File: src/rtl/life_pkg.sv
// life_pkg: shared types, command priority encoding and neighbour counting for the life engine
package life_pkg;

  typedef enum logic [1:0] {EDIT = 2'd0, RUN = 2'd1, PAUSE = 2'd2, HALT = 2'd3} state_t;

  // Lower enum value wins when several command pulses arrive together
  typedef enum logic [2:0] {CMD_CLEAR, CMD_PAUSE, CMD_START, CMD_STEP, CMD_NONE} cmd_t;

  localparam int MAX_DIM = 64;
  localparam int MAX_CELLS = MAX_DIM * MAX_DIM;
  localparam int IDX_W = $clog2(MAX_CELLS);

  // Grid is flattened row-major (bit r*cols+c), matching a packed [rows][cols] array
  function automatic logic [3:0] neighbour_count(input logic [MAX_CELLS-1:0] g, input int rows,
                                                 input int cols, input int r, input int c,
                                                 input logic wrap);
    logic [3:0] n;
    int rr, cc;
    n = '0;
    for (int dr = -1; dr <= 1; dr++)
      for (int dc = -1; dc <= 1; dc++) begin
        rr = wrap ? (r + dr + rows) % rows : r + dr;
        cc = wrap ? (c + dc + cols) % cols : c + dc;
        if (!(dr == 0 && dc == 0) && rr >= 0 && rr < rows && cc >= 0 && cc < cols)
          n += 4'(g[IDX_W'(rr * cols + cc)]);
      end
    return n;
  endfunction

endpackage

File: src/rtl/life_engine_if.sv
// life_engine_if: command, cell-edit and status bundle between the controller and the engine
interface life_engine_if #(
  parameter int ROWS = 16,
  parameter int COLS = 16,
  parameter int GEN_W = 16
) ();
  import life_pkg::*;
  logic tick, cmd_start, cmd_pause, cmd_step, cmd_clear, wr_en, wr_val;
  logic [$clog2(ROWS)-1:0] wr_row;
  logic [$clog2(COLS)-1:0] wr_col;
  logic [ROWS-1:0][COLS-1:0] grid;
  state_t state;
  logic [GEN_W-1:0] gen_count;
  logic extinct, still, osc2;
  modport master (
    output tick, cmd_start, cmd_pause, cmd_step, cmd_clear, wr_en, wr_val, wr_row, wr_col,
    input grid, state, gen_count, extinct, still, osc2
  );
  modport slave (
    input tick, cmd_start, cmd_pause, cmd_step, cmd_clear, wr_en, wr_val, wr_row, wr_col,
    output grid, state, gen_count, extinct, still, osc2
  );
endinterface

File: src/rtl/life_next_gen.sv
// life_next_gen: purely combinational one-generation update of the whole grid
module life_next_gen
  import life_pkg::*;
#(
  parameter int ROWS = 16,
  parameter int COLS = 16,
  parameter int WRAP = 1
) (
  input  logic [ROWS-1:0][COLS-1:0] grid,
  output logic [ROWS-1:0][COLS-1:0] next_grid
);
  logic [MAX_CELLS-1:0] flat;
  // Widen the grid to the fixed-size vector the shared counter expects
  always_comb begin
    flat = '0;
    flat[ROWS*COLS-1:0] = grid;
  end
  for (genvar r = 0; r < ROWS; r++) begin : g_row
    for (genvar c = 0; c < COLS; c++) begin : g_col
      logic [3:0] n;
      assign n = neighbour_count(flat, ROWS, COLS, r, c, WRAP != 0);
      assign next_grid[r][c] = (n == 4'd3) | (grid[r][c] & (n == 4'd2));
    end
  end
endmodule

File: src/rtl/life_engine.sv
// life_engine: Game of Life core with run/pause/step control, generation counter and pattern status
module life_engine
  import life_pkg::*;
#(
  parameter int ROWS = 16,
  parameter int COLS = 16,
  parameter int WRAP = 1,
  parameter int GEN_W = 16,
  parameter int AUTO_HALT = 1
) (
  input logic clk,
  input logic reset_n,
  life_engine_if.slave bus
);
  typedef logic [ROWS-1:0][COLS-1:0] grid_t;
  grid_t grid_q, prev_q, next_g;
  state_t state_q, state_d;
  logic [GEN_W-1:0] gen_q;
  logic still_q, osc2_q;
  cmd_t cmd;
  logic editable, commit, wr_ok, same_cur, same_prev, halt_hit;

  life_next_gen #(.ROWS(ROWS), .COLS(COLS), .WRAP(WRAP)) u_next (.grid(grid_q), .next_grid(next_g));

  // Resolve the command pulses by priority and qualify commits and cell writes
  always_comb begin
    cmd = bus.cmd_clear ? CMD_CLEAR : bus.cmd_pause ? CMD_PAUSE :
          bus.cmd_start ? CMD_START : bus.cmd_step ? CMD_STEP : CMD_NONE;
    editable = state_q != RUN;
    commit = (cmd == CMD_STEP && editable) ||
             (state_q == RUN && bus.tick && cmd != CMD_CLEAR && cmd != CMD_PAUSE);
    wr_ok = bus.wr_en && editable && cmd == CMD_NONE &&
            int'(bus.wr_row) < ROWS && int'(bus.wr_col) < COLS;
    same_cur = next_g == grid_q;
    same_prev = next_g == prev_q;
    halt_hit = AUTO_HALT != 0 && commit && (same_cur || same_prev || next_g == '0);
    state_d = cmd == CMD_CLEAR ? EDIT :
              halt_hit ? HALT :
              cmd == CMD_PAUSE && state_q == RUN ? PAUSE :
              cmd == CMD_START ? RUN :
              cmd == CMD_STEP && editable ? PAUSE : state_q;
  end

  // Control state register
  always_ff @(posedge clk or negedge reset_n)
    if (!reset_n) state_q <= EDIT;
    else state_q <= state_d;

  // Grid, history, generation counter and status flags
  always_ff @(posedge clk or negedge reset_n)
    if (!reset_n) begin
      grid_q <= '0;
      prev_q <= '0;
      gen_q <= '0;
      still_q <= 1'b0;
      osc2_q <= 1'b0;
    end else if (cmd == CMD_CLEAR) begin
      grid_q <= '0;
      prev_q <= '0;
      gen_q <= '0;
      still_q <= 1'b0;
      osc2_q <= 1'b0;
    end else if (commit) begin
      prev_q <= grid_q;
      grid_q <= next_g;
      gen_q <= gen_q == '1 ? gen_q : gen_q + 1'b1;
      still_q <= same_cur;
      osc2_q <= same_prev & !same_cur;
    end else if (wr_ok) begin
      prev_q <= grid_q;
      grid_q[bus.wr_row][bus.wr_col] <= bus.wr_val;
      still_q <= 1'b0;
      osc2_q <= 1'b0;
    end

  assign bus.grid = grid_q;
  assign bus.state = state_q;
  assign bus.gen_count = gen_q;
  assign bus.extinct = grid_q == '0;
  assign bus.still = still_q;
  assign bus.osc2 = osc2_q;
endmodule

File: src/flat_wrapper.sv
// flat-port wrapper written by rule: the top's interface ports become plain ports
module life_engine_flat import life_pkg::*;
#(
  parameter int ROWS = 16,
  parameter int COLS = 16,
  parameter int WRAP = 1,
  parameter int GEN_W = 16,
  parameter int AUTO_HALT = 1
)
  (clk, reset_n, bus_tick, bus_cmd_start, bus_cmd_pause, bus_cmd_step, bus_cmd_clear, bus_wr_en, bus_wr_val, bus_wr_row, bus_wr_col, bus_grid, bus_state, bus_gen_count, bus_extinct, bus_still, bus_osc2);
  life_engine_if #(.ROWS(ROWS), .COLS(COLS), .GEN_W(GEN_W)) bus_i ();
  input logic clk;
  input logic reset_n;
  input wire logic [$bits(bus_i.tick)-1:0] bus_tick;
  input wire logic [$bits(bus_i.cmd_start)-1:0] bus_cmd_start;
  input wire logic [$bits(bus_i.cmd_pause)-1:0] bus_cmd_pause;
  input wire logic [$bits(bus_i.cmd_step)-1:0] bus_cmd_step;
  input wire logic [$bits(bus_i.cmd_clear)-1:0] bus_cmd_clear;
  input wire logic [$bits(bus_i.wr_en)-1:0] bus_wr_en;
  input wire logic [$bits(bus_i.wr_val)-1:0] bus_wr_val;
  input wire logic [$bits(bus_i.wr_row)-1:0] bus_wr_row;
  input wire logic [$bits(bus_i.wr_col)-1:0] bus_wr_col;
  output wire logic [$bits(bus_i.grid)-1:0] bus_grid;
  output wire logic [$bits(bus_i.state)-1:0] bus_state;
  output wire logic [$bits(bus_i.gen_count)-1:0] bus_gen_count;
  output wire logic [$bits(bus_i.extinct)-1:0] bus_extinct;
  output wire logic [$bits(bus_i.still)-1:0] bus_still;
  output wire logic [$bits(bus_i.osc2)-1:0] bus_osc2;
  assign bus_i.tick = bus_tick;
  assign bus_i.cmd_start = bus_cmd_start;
  assign bus_i.cmd_pause = bus_cmd_pause;
  assign bus_i.cmd_step = bus_cmd_step;
  assign bus_i.cmd_clear = bus_cmd_clear;
  assign bus_i.wr_en = bus_wr_en;
  assign bus_i.wr_val = bus_wr_val;
  assign bus_i.wr_row = bus_wr_row;
  assign bus_i.wr_col = bus_wr_col;
  assign bus_grid = bus_i.grid;
  assign bus_state = bus_i.state;
  assign bus_gen_count = bus_i.gen_count;
  assign bus_extinct = bus_i.extinct;
  assign bus_still = bus_i.still;
  assign bus_osc2 = bus_i.osc2;
  life_engine #(.ROWS(ROWS), .COLS(COLS), .WRAP(WRAP), .GEN_W(GEN_W), .AUTO_HALT(AUTO_HALT)) u_core (.clk(clk), .reset_n(reset_n), .bus(bus_i));
endmodule
File: config.mk
export PLATFORM = sky130hd
export DESIGN_NAME = life_engine_flat
export DESIGN_NICKNAME = d
export VERILOG_FILES = /design/src/rtl/life_pkg.sv /design/src/rtl/life_engine_if.sv /design/src/rtl/life_next_gen.sv /design/src/rtl/life_engine.sv /design/src/flat_wrapper.sv
export SDC_FILE = /design/constraint.sdc
export NUM_CORES = 2
export LEC_CHECK = 0
export ABC_AREA = 1
export CAP_MARGIN = 15
export CELL_PAD_IN_SITES_DETAIL_PLACEMENT = 0
export CELL_PAD_IN_SITES_GLOBAL_PLACEMENT = 1
export CORE_ASPECT_RATIO = 0.75
export CORE_MARGIN = 2
export CORE_UTILIZATION = 40
export DETAILED_ROUTE_END_ITERATION = 12
export HOLD_SLACK_MARGIN = 0.05
export PLACE_DENSITY = 0.7
export SLEW_MARGIN = 20
export SYNTH_ARGS = -nofsm -noshare
export SYNTH_HDL_FRONTEND = slang
export SYNTH_SLANG_ARGS = --single-unit
File: constraint.sdc
create_clock -name clk -period 5.75 [get_ports clk]
set_clock_uncertainty 0.05 [all_clocks]
set_input_delay 0.8625 -clock clk [delete_from_list [all_inputs] [get_ports clk]]
set_output_delay 0.8625 -clock clk [all_outputs]
set_load 0.1 [all_outputs]
==> flow_summary.toml <==
[timing]
whs_ps = 123
slew_viol_final = 0
tns_ps = 0
hold_viol = 0
period_needed_ps = 5740
tightest_slew_ps = 1220
setup_slack_ps = 12.2
setup_viol = 0
max_freq_ghz = 0.174
period_share = 0.998
slew_headroom = 0.185

[synthesis]
ys_warn_count = 0
synth_cells = 10700
synth_area_leaders = "fa_1, dfrtp_1, ha_1, nand2_1, inv_1"
dominantRegCellSynth = "dfrtp_1"
synth_edf_count = 0
syn_nets = 12600
synth_top_area_frac = 0.255
synth_async_sr_flop_share = 1.00
synth-seq-area-share = 0.166
synth_seq_cells = 532
synth.distinct_cells = 51
avgSynthCellArea_sq_um = 7.50
synth_largest_area_cell = "fa_1"
syn_area_sq_um = 80300

[floorplan]
io_pins = 294
core-area_sq_um = 200000
initial_core_util = 0.402
rows = 142
die_w_um = 521
dieArea_sq_um = 204000
dieHeight_um = 392

[placed_design]
place_inst = 14200
dpl_cell_area_sq_um = 91800
dp_slack_ps = -11.2
dp_hpwl_um = 312000
port_buffers = 293
gp_congestion = 0.992

[cells_and_area]
final_common_cell = "nand2_1"
area_delta_synth_final_pct = 18.9
layout.cells.non_filler = 14400
design_area_sq_um = 95500
layout.nets = 13600
final_cell_mix = "nand2_1, inv_1, nor2_1, fa_1, nand3_1"
utilization = 0.478
final_layout_size_suffix_gt1_frac = 0.104

[critical_path]
regToRegEndpoint = "u_core.bus.state[1]"
crit_family = "simple AND/OR/NAND/NOR gates"
crit_path_cell_trace = "clkinvlp_4 > buf_4 > buf_4 > ha_1 > nand4_1 > nor4_1 > nand4_1 > nor4_2 > buf_4"
critPathArrivalTime_ps = 4830
r2r_cells = 27
worst-path-buf-inv = 4
cp_slowest_cell = "nor4_1"
end_kind = "output pin"
slowest_delay_ps = 850
critical_path.max_fanout = 6
critPathKind = "register to output pin"
cp_common_cell = "buf_4"
critPathLaunchType = "register"
r2r-start = "u_core.bus.grid[60]"
critPathRequiredTime_ps = 4840
rrSetupSlack_ps = 220

[global_routing]
grt_pass1_wl_um = 562000
grt_max_degree = 128
grt_pass1_vias = 76100
antenna_found_initial = 29
grt.overflow.total = 0
grtUsageTotal = 0.388

[power]
p_total_mw = 25.2
power_density_nw_per_um2 = 263
ir_worst_vdd_mv = 0.264
leakage_nw = 50.1

[clock_network]
holdBufCountCts = 0
cts-buffers-inserted = 78
clock-sinks = 532
tritoncts = "built"
cts_max_level = 3
cts-root-buf = "clkbuf_16"
clockBufferDepth = 3
clk_pin_slew_ps = 70
insertion_delay_ps = 750

[route]
drtPass1Iterations = 9
post_drt_via_cell_ratio = 5.62
wirelength_um = 400000
drtIter0Drc = 9656
drc_errors = 0
wl_met2_um = 163000
wl_met3_um = 48200
vias = 80900
routed.top_layer = "met5"
drt-met1-wl_um = 168000
ant_nets = 0
post_drt_wl_per_cell_um = 27.8

[run_status]
outcome = "finished clean"

[worst_hold_path]
hp-class = "primary input to asynchronous set/reset pin"

[flow_run]
drv_cap = 0
## flip-flops by register name, indices dropped and copies added, names as in the netlist
signal                count
u_core.bus.grid         256
u_core.prev_q           256
u_core.bus.still          1
u_core.bus.gen_count     16
u_core.bus.osc2           1
u_core.bus.state          2
## worst max path at each step
stage                              start                  end  slack, ps  cells after the start
floorplan            u_core.bus.grid[48]  u_core.bus.state[1]        560                     24
global placement     u_core.bus.grid[64]  u_core.bus.state[1]       -130                     27
detailed placement   u_core.bus.grid[64]  u_core.bus.state[1]        -10                     27
CTS                 u_core.bus.grid[128]  u_core.bus.state[1]          2                     26
global route         u_core.bus.grid[39]  u_core.bus.state[1]        -10                     27
finish              u_core.bus.grid[116]          bus_extinct         10                      9
## where the power goes
part	switching [mW]	leakage [nW]	internal, mW
combinational	11.0	41.5	4.72
clock	2.35	1.30	3.03
sequential	0.139	7.26	3.95
## logic make-up (layout without fill, tap and decap cells)
logic type	Yosys count	in the layout	share of synthesized area
DFF	532	532	0.166
buffers and inverters	2116	3118	0.101
muxes	6	6	0.000748
AOI/OAI and AO/OA	1548	1548	0.103
and+or+nand+nor	4570	4570	0.234
adders and majority gates	1890	1890	0.390
other	0	13	0
xor gates and xnor gates	54	54	0.00589
## layout make-up
cell class	instances	area, sq um
well taps	2664	3330
inverters	1847	7130
clock inverters	25	275
clock buffers	116	2340
fillers	19900	104000
diodes	13	32.5
repair buffers	1130	9730
multi-input cells	8068	59400
flip-flops and latches	532	13300
## metal layers
metal,vias to the layer above,global-route usage
met4,24,0.174
li1,35900,-
met5,-,0
met2,4362,0.551
met1,39800,0.542
met3,791,0.113
## Yosys cell counts (all sizes together) (6+ instances only)
master and count:
nand2 2342, inv 1847, nor2 1153, fa 1023, o21ai 932, nand3 925, ha 867, dfrtp 532
a21oi 504, clkbuf 147, buf 122, nand4 100, xor2 53, o22a 39, nand3b 18, a221oi 16
nor3 13, nor4 13, a31oi 12, a211oi 8, o31ai 8, mux2i 6, o22ai 6
## what timing repair did
| action | CTS | global route |
|---|---|---|
| endpoints found under the setup margin | 2 | 4 |
| resized for setup | 4 | 160 |
| setup buffers | 1 | 70 |
| pin swaps | 0 | 15 |
No activity file was read; power rests on OpenSTA's default activity.
